$ cat config.mk
export PLATFORM = sky130hd
export DESIGN_NAME = gmii_rx_frame
export DESIGN_NICKNAME = d
export VERILOG_FILES = /design/src/rtl/gmii_rx_pkg.sv /design/src/rtl/eth_crc32_d8.sv /design/src/rtl/gmii_rx_frame.sv
export SDC_FILE = /design/constraint.sdc
export NUM_CORES = 1
export LEC_CHECK = 0
export CAP_MARGIN = 10
export CORE_MARGIN = 2
export CORE_UTILIZATION = 55
export CTS_BUF_LIST = sky130_fd_sc_hd__clkbuf_2
export DETAILED_ROUTE_END_ITERATION = 10
export GPL_ROUTABILITY_DRIVEN = 0
export GPL_TIMING_DRIVEN = 0
export PLACE_DENSITY = 0.83
export SLEW_MARGIN = 20
export SYNTH_ARGS = -nofsm -noshare
export SYNTH_HDL_FRONTEND = slang
export SYNTH_SLANG_ARGS = --single-unit
$ cat constraint.sdc
create_clock -name clk -period 3.4 [get_ports clk]
set_input_delay 0.51 -clock clk [delete_from_list [all_inputs] [get_ports clk]]
set_output_delay 0.51 -clock clk [all_outputs]
set_load 0.02 [all_outputs]
$ cat src/rtl/gmii_rx_pkg.sv
// Shared GMII receive definitions: FSM states, Ethernet CRC-32 constants and
// the byte-wide reflected CRC-32 update used by the RX and TX paths.
package gmii_rx_pkg;

   typedef enum logic [1:0] {
      ST_IDLE = 2'd0,
      ST_PRE  = 2'd1,
      ST_DATA = 2'd2,
      ST_DROP = 2'd3
   } state_e;

   localparam logic [31:0] CRC_POLY      = 32'hEDB88320;
   localparam logic [31:0] CRC_INIT      = 32'hFFFFFFFF;
   localparam logic [31:0] CRC_RESIDUE   = 32'hDEBB20E3;
   localparam logic [7:0]  PREAMBLE_BYTE = 8'h55;
   localparam logic [7:0]  SFD_BYTE      = 8'hD5;

   // Reflected CRC-32, data consumed LSB first.
   function automatic logic [31:0] crc32_d8(input logic [31:0] crc, input logic [7:0] data);
      logic [31:0] c;
      c = crc;
      for (int i = 0; i < 8; i++) begin
         if ((c[0] ^ data[i]) == 1'b1) begin
            c = (c >> 1) ^ CRC_POLY;
         end else begin
            c = c >> 1;
         end
      end
      return c;
   endfunction

endpackage

$ cat src/rtl/eth_crc32_d8.sv
// Combinational next-state of the Ethernet CRC-32 register for one byte.
module eth_crc32_d8
   import gmii_rx_pkg::*;
(
   input  logic [31:0] crc_in,
   input  logic [7:0]  data,
   output logic [31:0] crc_out
);

   assign crc_out = crc32_d8(crc_in, data);

endmodule

$ cat src/rtl/gmii_rx_frame.sv
// GMII receive front end: strips preamble/SFD, checks and removes the FCS, flags bad frames.
// Optional statistics counters are built when GMII_RX_STATS_EN is defined.
module gmii_rx_frame
   import gmii_rx_pkg::*;
#(
   parameter int MIN_FRAME = 64,
   parameter int MAX_FRAME = 1522
)
(
   input  logic        clk,
   input  logic        rst,
   input  logic        rx_dv,
   input  logic        rx_er,
   input  logic [7:0]  rx_d,
   output logic        m_valid,
   output logic [7:0]  m_data,
   output logic        m_sof,
   output logic        m_eof,
   output logic        m_err,
   output logic [11:0] m_len
`ifdef GMII_RX_STATS_EN
   ,
   output logic [31:0] stat_ok,
   output logic [31:0] stat_bad,
   output logic [31:0] stat_drop
`endif
);

   localparam logic [11:0] MIN_LEN = 12'(MIN_FRAME);
   localparam logic [11:0] MAX_LEN = 12'(MAX_FRAME);

   state_e          state_q, state_d;
   logic [31:0]     crc_q, crc_d, crc_next_s;
   logic [4:0][7:0] line_q, line_d;
   logic [2:0]      cnt_q, cnt_d;
   logic [11:0]     len_q, len_d;
   logic            err_q, err_d;
   logic            first_q, first_d;
   logic            m_valid_q, m_valid_d;
   logic [7:0]      m_data_q, m_data_d;
   logic            m_sof_q, m_sof_d;
   logic            m_eof_q, m_eof_d;
   logic            m_err_q, m_err_d;
   logic [11:0]     m_len_q, m_len_d;

   eth_crc32_d8 u_crc (
      .crc_in  (crc_q),
      .data    (rx_d),
      .crc_out (crc_next_s)
   );

   // Next-state: frame FSM, 5-byte FCS delay line (newest at [0], oldest at [4]) and output beat.
   always_comb begin
      state_d   = state_q;
      crc_d     = crc_q;
      line_d    = line_q;
      cnt_d     = cnt_q;
      len_d     = len_q;
      err_d     = err_q;
      first_d   = first_q;
      m_valid_d = 1'b0;
      m_data_d  = 8'h00;
      m_sof_d   = 1'b0;
      m_eof_d   = 1'b0;
      m_err_d   = 1'b0;
      m_len_d   = 12'd0;
      case (state_q)
         ST_IDLE: begin
            if (rx_dv) begin
               if (rx_d == PREAMBLE_BYTE) begin
                  state_d = ST_PRE;
               end else begin
                  state_d = ST_DROP;
               end
            end else begin
               state_d = ST_IDLE;
            end
         end
         ST_PRE: begin
            if (!rx_dv) begin
               state_d = ST_IDLE;
            end else if (rx_d == PREAMBLE_BYTE) begin
               state_d = ST_PRE;
            end else if (rx_d == SFD_BYTE) begin
               state_d = ST_DATA;
               crc_d   = CRC_INIT;
               cnt_d   = 3'd0;
               len_d   = 12'd0;
               err_d   = 1'b0;
               first_d = 1'b1;
            end else begin
               state_d = ST_DROP;
            end
         end
         ST_DATA: begin
            if (rx_dv) begin
               crc_d  = crc_next_s;
               line_d = {line_q[3:0], rx_d};
               err_d  = err_q | rx_er;
               if (len_q != 12'hFFF) begin
                  len_d = len_q + 12'd1;
               end else begin
                  len_d = len_q;
               end
               if (cnt_q == 3'd5) begin
                  m_valid_d = 1'b1;
                  m_data_d  = line_q[4];
                  m_sof_d   = first_q;
                  first_d   = 1'b0;
               end else begin
                  cnt_d = cnt_q + 3'd1;
               end
            end else begin
               // dv fell: the four youngest bytes are the FCS and are discarded.
               state_d = ST_IDLE;
               cnt_d   = 3'd0;
               if (cnt_q == 3'd5) begin
                  m_valid_d = 1'b1;
                  m_data_d  = line_q[4];
                  m_sof_d   = first_q;
                  m_eof_d   = 1'b1;
                  m_err_d   = err_q | rx_er | (crc_q != CRC_RESIDUE) |
                              (len_q < MIN_LEN) | (len_q > MAX_LEN);
                  m_len_d   = len_q - 12'd4;
               end else begin
                  m_valid_d = 1'b0;
               end
            end
         end
         ST_DROP: begin
            if (!rx_dv) begin
               state_d = ST_IDLE;
            end else begin
               state_d = ST_DROP;
            end
         end
         default: begin
            state_d = ST_IDLE;
         end
      endcase
   end

   // State and registered output beat.
   always_ff @(posedge clk or posedge rst) begin
      if (rst) begin
         state_q   <= ST_IDLE;
         crc_q     <= CRC_INIT;
         line_q    <= '0;
         cnt_q     <= 3'd0;
         len_q     <= 12'd0;
         err_q     <= 1'b0;
         first_q   <= 1'b0;
         m_valid_q <= 1'b0;
         m_data_q  <= 8'h00;
         m_sof_q   <= 1'b0;
         m_eof_q   <= 1'b0;
         m_err_q   <= 1'b0;
         m_len_q   <= 12'd0;
      end else begin
         state_q   <= state_d;
         crc_q     <= crc_d;
         line_q    <= line_d;
         cnt_q     <= cnt_d;
         len_q     <= len_d;
         err_q     <= err_d;
         first_q   <= first_d;
         m_valid_q <= m_valid_d;
         m_data_q  <= m_data_d;
         m_sof_q   <= m_sof_d;
         m_eof_q   <= m_eof_d;
         m_err_q   <= m_err_d;
         m_len_q   <= m_len_d;
      end
   end

   assign m_valid = m_valid_q;
   assign m_data  = m_data_q;
   assign m_sof   = m_sof_q;
   assign m_eof   = m_eof_q;
   assign m_err   = m_err_q;
   assign m_len   = m_len_q;

`ifdef GMII_RX_STATS_EN
   logic [31:0] stat_ok_q, stat_ok_d;
   logic [31:0] stat_bad_q, stat_bad_d;
   logic [31:0] stat_drop_q, stat_drop_d;
   logic        drop_evt_s;

   // A drop is any entry into DROP, or a frame that ended before the delay line filled.
   assign drop_evt_s = ((state_q != ST_DROP) && (state_d == ST_DROP)) ||
                       ((state_q == ST_DATA) && !rx_dv && (cnt_q != 3'd5));

   // Counter next-state; ok/bad counted the cycle after the eof beat.
   always_comb begin
      stat_ok_d   = stat_ok_q;
      stat_bad_d  = stat_bad_q;
      stat_drop_d = stat_drop_q;
      if (m_valid_q && m_eof_q) begin
         if (m_err_q) begin
            stat_bad_d = stat_bad_q + 32'd1;
         end else begin
            stat_ok_d = stat_ok_q + 32'd1;
         end
      end else begin
         stat_ok_d = stat_ok_q;
      end
      if (drop_evt_s) begin
         stat_drop_d = stat_drop_q + 32'd1;
      end else begin
         stat_drop_d = stat_drop_q;
      end
   end

   // Statistics counter registers.
   always_ff @(posedge clk or posedge rst) begin
      if (rst) begin
         stat_ok_q   <= 32'd0;
         stat_bad_q  <= 32'd0;
         stat_drop_q <= 32'd0;
      end else begin
         stat_ok_q   <= stat_ok_d;
         stat_bad_q  <= stat_bad_d;
         stat_drop_q <= stat_drop_d;
      end
   end

   assign stat_ok   = stat_ok_q;
   assign stat_bad  = stat_bad_q;
   assign stat_drop = stat_drop_q;
`endif

endmodule

# After elaboration in Yosys (flattened, before gate mapping)
# Cells that the tools add are included.
[op_classes]
add_sub_neg = 3
order_cmp = 2
eq_ne = 16
muxes = 58
bitwise = 20
n_reduce_logical = 7
[op_table]
columns = ["op", "n"]
rows = [
  ["$mux 32", 12],
  ["$not 13->14", 8],
  ["$mux 12", 8],
  ["$pmux 32 s2", 1],
  ["$ne 32x32->1 const B", 1],
  ["$pmux 12 s2", 1],
  ["$mux 1", 19],
  ["$mux 8", 2],
  ["$mux 3", 5],
  ["$ne 2x2->1 const B", 7],
  ["$add 12x1->12 const B", 1],
  ["$gt 12x11->1 const B", 1],
  ["$lt 12x7->1 const B", 1],
  ["$mux 2", 6],
  ["$ne 12x12->1 const B", 1],
  ["$reduce_and 6->1", 2],
  ["$sub 12x3->12 const B", 1],
  ["$reduce_and 5->1", 2],
  ["$eq 8x7->1 const B", 1],
  ["$eq 8x8->1 const B", 1],
  ["$pmux 2 s4", 1],
  ["$xor 1x1->1", 8],
  ["$pmux 3 s2", 1],
  ["$eq 2x2->1 const B", 2],
  ["other kinds (9)", 13],
]
[word_totals]
reg_bits = 115
in_bits = 12
out_inout_bits = 24
elab_cells = 123

# Logic depth before layout (Yosys ltp)
# Gate-level depths: netlist (run 1).
[logic_depth]
word_depth = 18
depth_mapped = 7
ltp_nobuf = 6

# Hierarchy
# Synthesis (run 1) repeated with hierarchy kept, for this count alone.
[unflattened]
cells_unflattened = 558
hier_area_um2 = 5620.4
[by_module_without_submodules]
columns = ["module", "n_inst", "cells_each", "area_each_um2", "seq_area_each_um2"]
rows = [
  ["gmii_rx_frame", 1, 488, 4850.9, 2917.8],
  ["eth_crc32_d8", 1, 70, 769.5, 0.0],
]

# Worst setup path before layout (run 1)
# Ideal clock, no wire load.
[synth_timing]
path_type = "input-to-reg"
startpoint = "input rx_d[5]"
endpoint = "register crc_q[24]"
setup_ns = 0.073
t_arrival_ns = 1.883
t_required_ns = 3.327
slack_ns = 1.444
stages = 5
n_path_buf = 0
path_cell_list = "xnor2_1 > xnor2_1 > xnor3_2 > xnor2_1 > a21oi_1"
[synth_between]
elab_chain_len = 7
elab_cells_between_ends = 12
cone_classes = "eq/ne (4); mux (5); bitwise (2); reduce/logical (1)"
[synth_rtl]
columns = ["element", "line_no", "text"]
rows = [
  ["from (decl)", "gmii_rx_frame.sv:14", "input logic [7:0] rx_d,"],
  ["$xor 1x1->1", "gmii_rx_pkg.sv:23", "if ((c[0] ^ data[i]) == 1'b1) begin"],
  ["$mux 32 (2 in a row)", "gmii_rx_pkg.sv:23", ""],
  ["$not 13->14 (no source line)", "-", ""],
  ["$mux 32", "gmii_rx_pkg.sv:23", ""],
  ["$mux 32", "gmii_rx_frame.sv:96", "if (rx_dv) begin"],
  ["$pmux 32 s2", "gmii_rx_frame.sv:67", "case (state_q)"],
  ["to (signal assigned)", "gmii_rx_frame.sv:161", "crc_q <= crc_d;"],
  ["to (decl)", "gmii_rx_frame.sv:33", "logic [31:0] crc_q, crc_d, crc_next_s;"],
]
# Parallel ways exist; a longest one is shown, timed or not. The select of a mux whose other input is x is not followed.
# A chain may end at the register's enable or synchronous reset.

# Worst setup path in the final report (run 1)
[layout_timing]
startpoint = "register state_q[1]"
endpoint = "register crc_q[0]"
[layout_between]
elab_chain_len = 3
elab_cells_between_ends = 9
cone_classes = "eq/ne (6); mux (1); reduce/logical (2)"
[layout_rtl]
columns = ["element", "line_no", "text"]
rows = [
  ["from (decl)", "gmii_rx_frame.sv:32", "state_e state_q, state_d;"],
  ["from (signal assigned)", "gmii_rx_frame.sv:160", "state_q <= state_d;"],
  ["$eq 2x1->1 / $eq 2x2->1 (equally long branches)", "gmii_rx_frame.sv:67", ""],
  ["$ne 2x2->1 (no source line) / $reduce_bool 2->1 (equally long branches)", "-", ""],
  ["$reduce_and 5->1 (no source line)", "-", ""],
]
# Parallel ways exist; a longest one is shown, timed or not.

==> results.toml, run 1 <==
[outcome]
status = "finished clean"

[clocking]
clk_latency_ns = 0.68
post_cts_buffers = 0
clockRootBuffer = "clkbuf_2"
cts_buffers = 17
cts_buffer_depth = 2
cts.repair.resized = 0
numClockSinks = 115
clk_pin_slew_ns = 0.22
h-tree-depth = 4
ctsHoldBuffers = 0
cts_tree = "done"

[finish]
insertedDiodeCount = 0
syn2layout_area_growth_pct = 15.22
layout.nets = 616
drive_gt1_frac = 0.1405
final_util = 0.6511

[routing]
routedWlPerCell_um = 15.66
vias = 4070
first_iter_violations = 274
routed_wirelength_mm = 11.67
viasPerCell = 5.463
drc = 0
dr.pass1.iters = 7
ant_nets = 0

[setup_path]
critical_path_class = "reg -> reg"
max_stage_delay_ns = 0.48
worst_setup_path_startpoint = "state_q[1]$_DFFE_PP0N_"
reg2reg_setup_slack_ns = 1.03
start_kind = "flip-flop"
arrival_ns = 2.98
cp_max_fo = 10
end_kind = "flip-flop"
regToRegStartpoint = "state_q[1]$_DFFE_PP0N_"
required_ns = 4.00
slowest_stage = "dfrtp_1"
reg2reg_depth = 7
path_cells = "nor2b_1 > clkbuf_1 > a31oi_1 > nor2_1 > clkbuf_1 > nor2_1 > a21oi_1"

[sta]
timing.fmax_mhz = 421.7
worst_pin_slew_ns = 0.7874
slew_headroom = 0.4713
setup_violations = 0
slew_viol_final = 0
fin_crit_ns = 2.371
hold_violations = 0
clock_skew_ns = 0.02638
period_share = 0.6975
rsz0062_at_grt = "no"
setup_tns_ns = 0

[die]
placementRows = 36
core_area_sq_um = 9774
initial_core_util = 0.5650
die_y_um = 104.2
die_area_sq_um = 10860
ioPinCount = 36
dieWidth_um = 104.2

[flow_run]
cap_violations = 0

[synth]
syn_area_sq_um = 5523
synthFlopType = "dfrtp_1"
ys_seq_elements = 115
synth-edff-count = 0
synthDistinctLibCells = 49
synthArstFlopShare = 1.000
synth_warnings = 0
ys_seq_area_frac = 0.5283
synth.net_count = 560
netlist_instances = 543
syn_area_per_cell_sq_um = 10.17

[worst_hold_path]
hold_class = "in -> async"

[global_routing]
grt-ovfl-total = 0
grt_pass1_wl_mm = 19.93
grt_max_degree = 36
antenna_found_initial = 0
gr-usage-all-layers = 0.2334
grt_pass1_vias = 4109

[power]
p_leak_nw = 2.850
vdd_drop_max_mv = 0.7329
pwr_density_cell_nw_per_um2 = 942.1

[placement]
port-buffer-count = 34
dp_hpwl_mm = 8.442
through the flow:
stage | cell area, sq um | power, W | hold slack (ns) | setup slack (ns) | cells
2_1_floorplan | 5527 | 0.004452 | 0.4374 | 1.444 | 543
3_3_place_gp | 6033 | 0.004855 | 0.4490 | 0.5201 | 710
3_5_place_dp | 6093 | 0.004969 | 0.4555 | 0.4301 | 713
4_1_cts | 6364 | 0.005996 | 0.1027 | 1.073 | 745
5_1_grt | 6364 | 0.006375 | 0.07033 | 0.8349 | 745
6_report | 6364 | 0.005995 | 0.1185 | 1.029 | 745
cell type report:
type,count,area [sq um]
Inverter,9,37.54
Timing Repair Buffer,37,400.4
Multi-Input combinational cell,395,2479
Fill cell,769,3411
Sequential cell,115,2918
Clock buffer,17,85.08
Buffer,24,92.59
Clock inverter,15,185.2
Tap cell,133,166.4
state kept, by name, indices dropped and copies added, names as in the netlist:
name,count
err_q,1
m_len,12
len_q,12
m_data,8
line_q,40
crc_q,32
m_err,1
first_q,1
cnt_q,3
m_sof,1
m_valid,1
m_eof,1
state_q,2
final timing paths:
check	to
worst max-delay path	crc_q[0]$_DFFE_PP1P_
worst min-delay path	m_data[4]$_DFF_PP0_
worst max register to register	crc_q[0]$_DFFE_PP1P_
worst min register to register	line_q[38]$_DFFE_PP0P_
max in group asynchronous	crc_q[10]$_DFFE_PP1P_
min in group clk	crc_q[30]$_DFFE_PP1P_
metal layers:
layer,GRT usage,vias up,wire [um]
met5,0,-,0
met3,0.05326,25,593
met2,0.3684,123,5714
met4,0.09170,0,239
met1,0.3160,2007,5122
li1,-,1915,-
cells by family after synthesis:
family                     count (synthesis)  synth area share
xor gates and xnor gates                  85            0.1722
adders and majority gates                  5           0.01133
and+or+nand+nor                          252            0.2071
AOI/OAI and AO/OA                         53           0.05822
buffers and inverters                     33           0.02288
DFF                                      115            0.5283
worst max-delay path: cells and delay by family, from the launching register on:
kind / cells / cell delay [ns]
compound gates: 2 / 0.41
buf+inv: 2 / 0.78
flops: 1 / 0.48
simple gates: 3 / 0.64
cells in the final DEF (no fill, tap or decap), types with 4 or more instances in the layout:
master	n
clkbuf_2	17
inv_8	5
xor2_1	17
inv_1	8
clkdlybuf4s50_1	34
xnor2_1	53
inv_6	5
nor4_1	8
nor2_1	57
clkbuf_1	21
a21oi_1	29
and2_1	10
o22a_1	4
dfstp_2	32
nand2_1	137
xnor2_2	4
nor3_1	4
o21ai_0	5
xnor2_4	4
nand4_1	8
ha_1	5
a31oi_1	5
dfrtp_1	83
nand3_1	4
power by group:
part | internal [W] | leakage (nW) | switching [W] | total (W)
Sequential | 0.00184 | 1.44 | 0.000330 | 0.00217
Clock | 0.000376 | 0.160 | 0.000623 | 0.00100
Combinational | 0.00142 | 1.25 | 0.00140 | 0.00282
cells in the mapped netlist, types with 5 or more instances:
master    number  share of area
xor2_1        17          0.027
nor4_1         8         0.0091
dfrtp_1       83           0.38
a31oi_1        5         0.0057
inv_1          9         0.0061
ha_1           5          0.011
xnor2_1       53          0.084
and2_1        10          0.011
o21ai_0        5         0.0045
nand4_1        8         0.0091
a21oi_1       29          0.026
nor2_1        57          0.039
clkbuf_1      21          0.014
nand2_1      137          0.093
dfstp_2       32           0.15
Power figures use the tool's default switching activity.
==> run 2: changes to the inputs <==
clock period = 1.9 ns   (was 3.4 ns; I/O delays follow)
==> results.toml, run 2 (synthesis gave the netlist of run 1 again) <==
[global_routing]
grt_pass1_wl_mm = 20.52
grt_max_degree = 38
gr-usage-all-layers = 0.2396
antenna_found_initial = 0
grt_pass1_vias = 4209
grt-ovfl-total = 0

[routing]
dr.pass1.iters = 5
first_iter_violations = 285
ant_nets = 0
routed_wirelength_mm = 13.01
routedWlPerCell_um = 16.87
drc = 0
viasPerCell = 5.547
vias = 4277

[power]
total_power_w = 0.01221
p_leak_nw = 3.202
pwr_density_cell_nw_per_um2 = 1781
vdd_drop_max_mv = 1.749

[worst_hold_path]
min_to = "crc_q[30]$_DFFE_PP1P_"
hold_depth = 2
hp-start = "rx_dv"
hold_class = "in -> reg"

[clocking]
clk_latency_ns = 0.68
h-tree-depth = 4
numClockSinks = 115
cts_tree = "done"
cts_buffers = 17
clockRootBuffer = "clkbuf_2"
cts_buffer_depth = 2
clk_pin_slew_ns = 0.21

[finish]
layout.nets = 642
fillers = 681
reg_top3 = "line_q (40), crc_q (32)"
syn2layout_area_growth_pct = 24.13
drive_gt1_frac = 0.2288
insertedDiodeCount = 0
layout_common_cells = "nand2_1 (136), dfrtp_1 (80), nor2_1 (55)"
layout.cells.most_common = "nand2_1"
final-seq-area_sq_um = 2922
multi_input_area_sq_um = 2726
regMostFlops = "line_q"
final_util = 0.7014
largest_register_ffs = 40

[setup_path]
reg2reg_setup_slack_ns = -0.08
reg2reg_depth = 6
start_kind = "flip-flop"
critical_path_class = "reg -> reg"
required_ns = 2.50
arrival_ns = 2.58
cp_max_fo = 2
regToRegStartpoint = "crc_q[4]$_DFFE_PP1P_"
end_kind = "flip-flop"
worst_r2r_endpoint = "crc_q[24]$_DFFE_PP1P_"

[sta]
slew_headroom = 0.5850
clock_skew_ns = 0.02073
timing.fmax_mhz = 504.7
fin_crit_ns = 1.981
setup_violations = 5
hold_violations = 0
worst_pin_slew_ns = 0.6225
period_share = 1.043
layout_setup_ws_ns = -0.08121
rsz0062_at_grt = "yes"
slew_viol_final = 0

[die]
dieWidth_um = 104.2
core_area_sq_um = 9774
ioPinCount = 36
placementRows = 36
initial_core_util = 0.5650
die_y_um = 104.2
die_area_sq_um = 10860

[outcome]
status = "finished with violations"
violations = "negative setup slack"

[flow_run]
cap_violations = 0

[placement]
port-buffer-count = 34
dp_hpwl_mm = 8.479
[run 2: cell types whose count changed in the layout (fill, tap and decap cells not counted), moves of 4 or more]
| cell | before | now |
|---|---|---|
| buf_4 | 0 | 26 |
| clkbuf_1 | 21 | 13 |
| clkdlybuf4s50_1 | 34 | 10 |
| dlygate4sd2_1 | 0 | 24 |
| xnor2_1 | 53 | 46 |
| xnor2_4 | 4 | 8 |
[run 2: metal layers]
layer  routed length, um  up-vias  GRT usage  share of wire
met3                 746       32    0.04323          0.057
met4                 274        0    0.09653          0.021
met1                5429     2117     0.3155           0.42
met5                   0        -          0              0
li1                    -     1959          -              -
met2                6559      169     0.3957           0.50
[run 2: worst max-delay path, stage by stage, from the launching register on]
cell,delay (ns)
dfstp_2,0.63
xnor2_4,0.08
buf_4,0.16
xnor2_2,0.19
xnor3_2,0.48
xnor2_1,0.16
a21oi_1,0.20
[run 2: report_power, final]
group / leakage (nW) / internal (W) / total [W] / switching [W]
Sequential: 1.43 / 0.00331 / 0.00398 / 0.000672
Combinational: 1.60 / 0.00338 / 0.00638 / 0.00300
Clock: 0.165 / 0.000780 / 0.00185 / 0.00107
Total: 3.20 / 0.00746 / 0.0122 / 0.00475
[run 2: cell type report]
class	instances	area share
flip-flops and latches	115	0.4262
multi-input cells	395	0.3977
repair buffers	66	0.09144
clock inverters	15	0.02884
well taps	133	0.02427
plain buffers	21	0.01369
clock buffers	17	0.01241
inverters	9	0.005475
[run 2: per-stage QoR]
| step | hold WS (ns) | std cells | setup TNS [ns] | area [sq um] | setup WS [ns] |
|---|---|---|---|---|---|
| 3_3_place_gp | 0.4484 | 710 | -106.47 | 6056 | -0.7388 |
| 3_5_place_dp | 0.4481 | 713 | -42.20 | 6123 | -0.8285 |
| 2_1_floorplan | 0.3904 | 543 | 0 | 5549 | 0.009537 |
| 4_1_cts | 0.04009 | 763 | -0.005477 | 6639 | -0.005477 |
| 5_1_grt | 0.08815 | 771 | -0.6608 | 6855 | -0.1455 |
| 6_report | 0.08439 | 771 | -0.1970 | 6855 | -0.08121 |
[run 2: worst max-delay path by stage]
stage,from,endpoint,slack [ns]
4_1_cts,crc_q[1]$_DFFE_PP1P_,crc_q[23]$_DFFE_PP1P_,-0.005
6_report,crc_q[4]$_DFFE_PP1P_,crc_q[24]$_DFFE_PP1P_,-0.08
2_1_floorplan,crc_q[0]$_DFFE_PP1P_,crc_q[20]$_DFFE_PP1P_,0.01
3_5_place_dp,rx_d[0],crc_q[3]$_DFFE_PP1P_,-0.83
5_1_grt,crc_q[0]$_DFFE_PP1P_,crc_q[23]$_DFFE_PP1P_,-0.15
3_3_place_gp,rx_d[0],crc_q[3]$_DFFE_PP1P_,-0.74
[run 2: repair_timing]
item / CTS / global route
buffers inserted: 18 / 10
pin swaps: 5 / 9
resized for setup: 43 / 32
hold endpoints to repair: 19 / 0
endpoints found under the setup margin: 112 / 87
hold buffers: 1 / 0
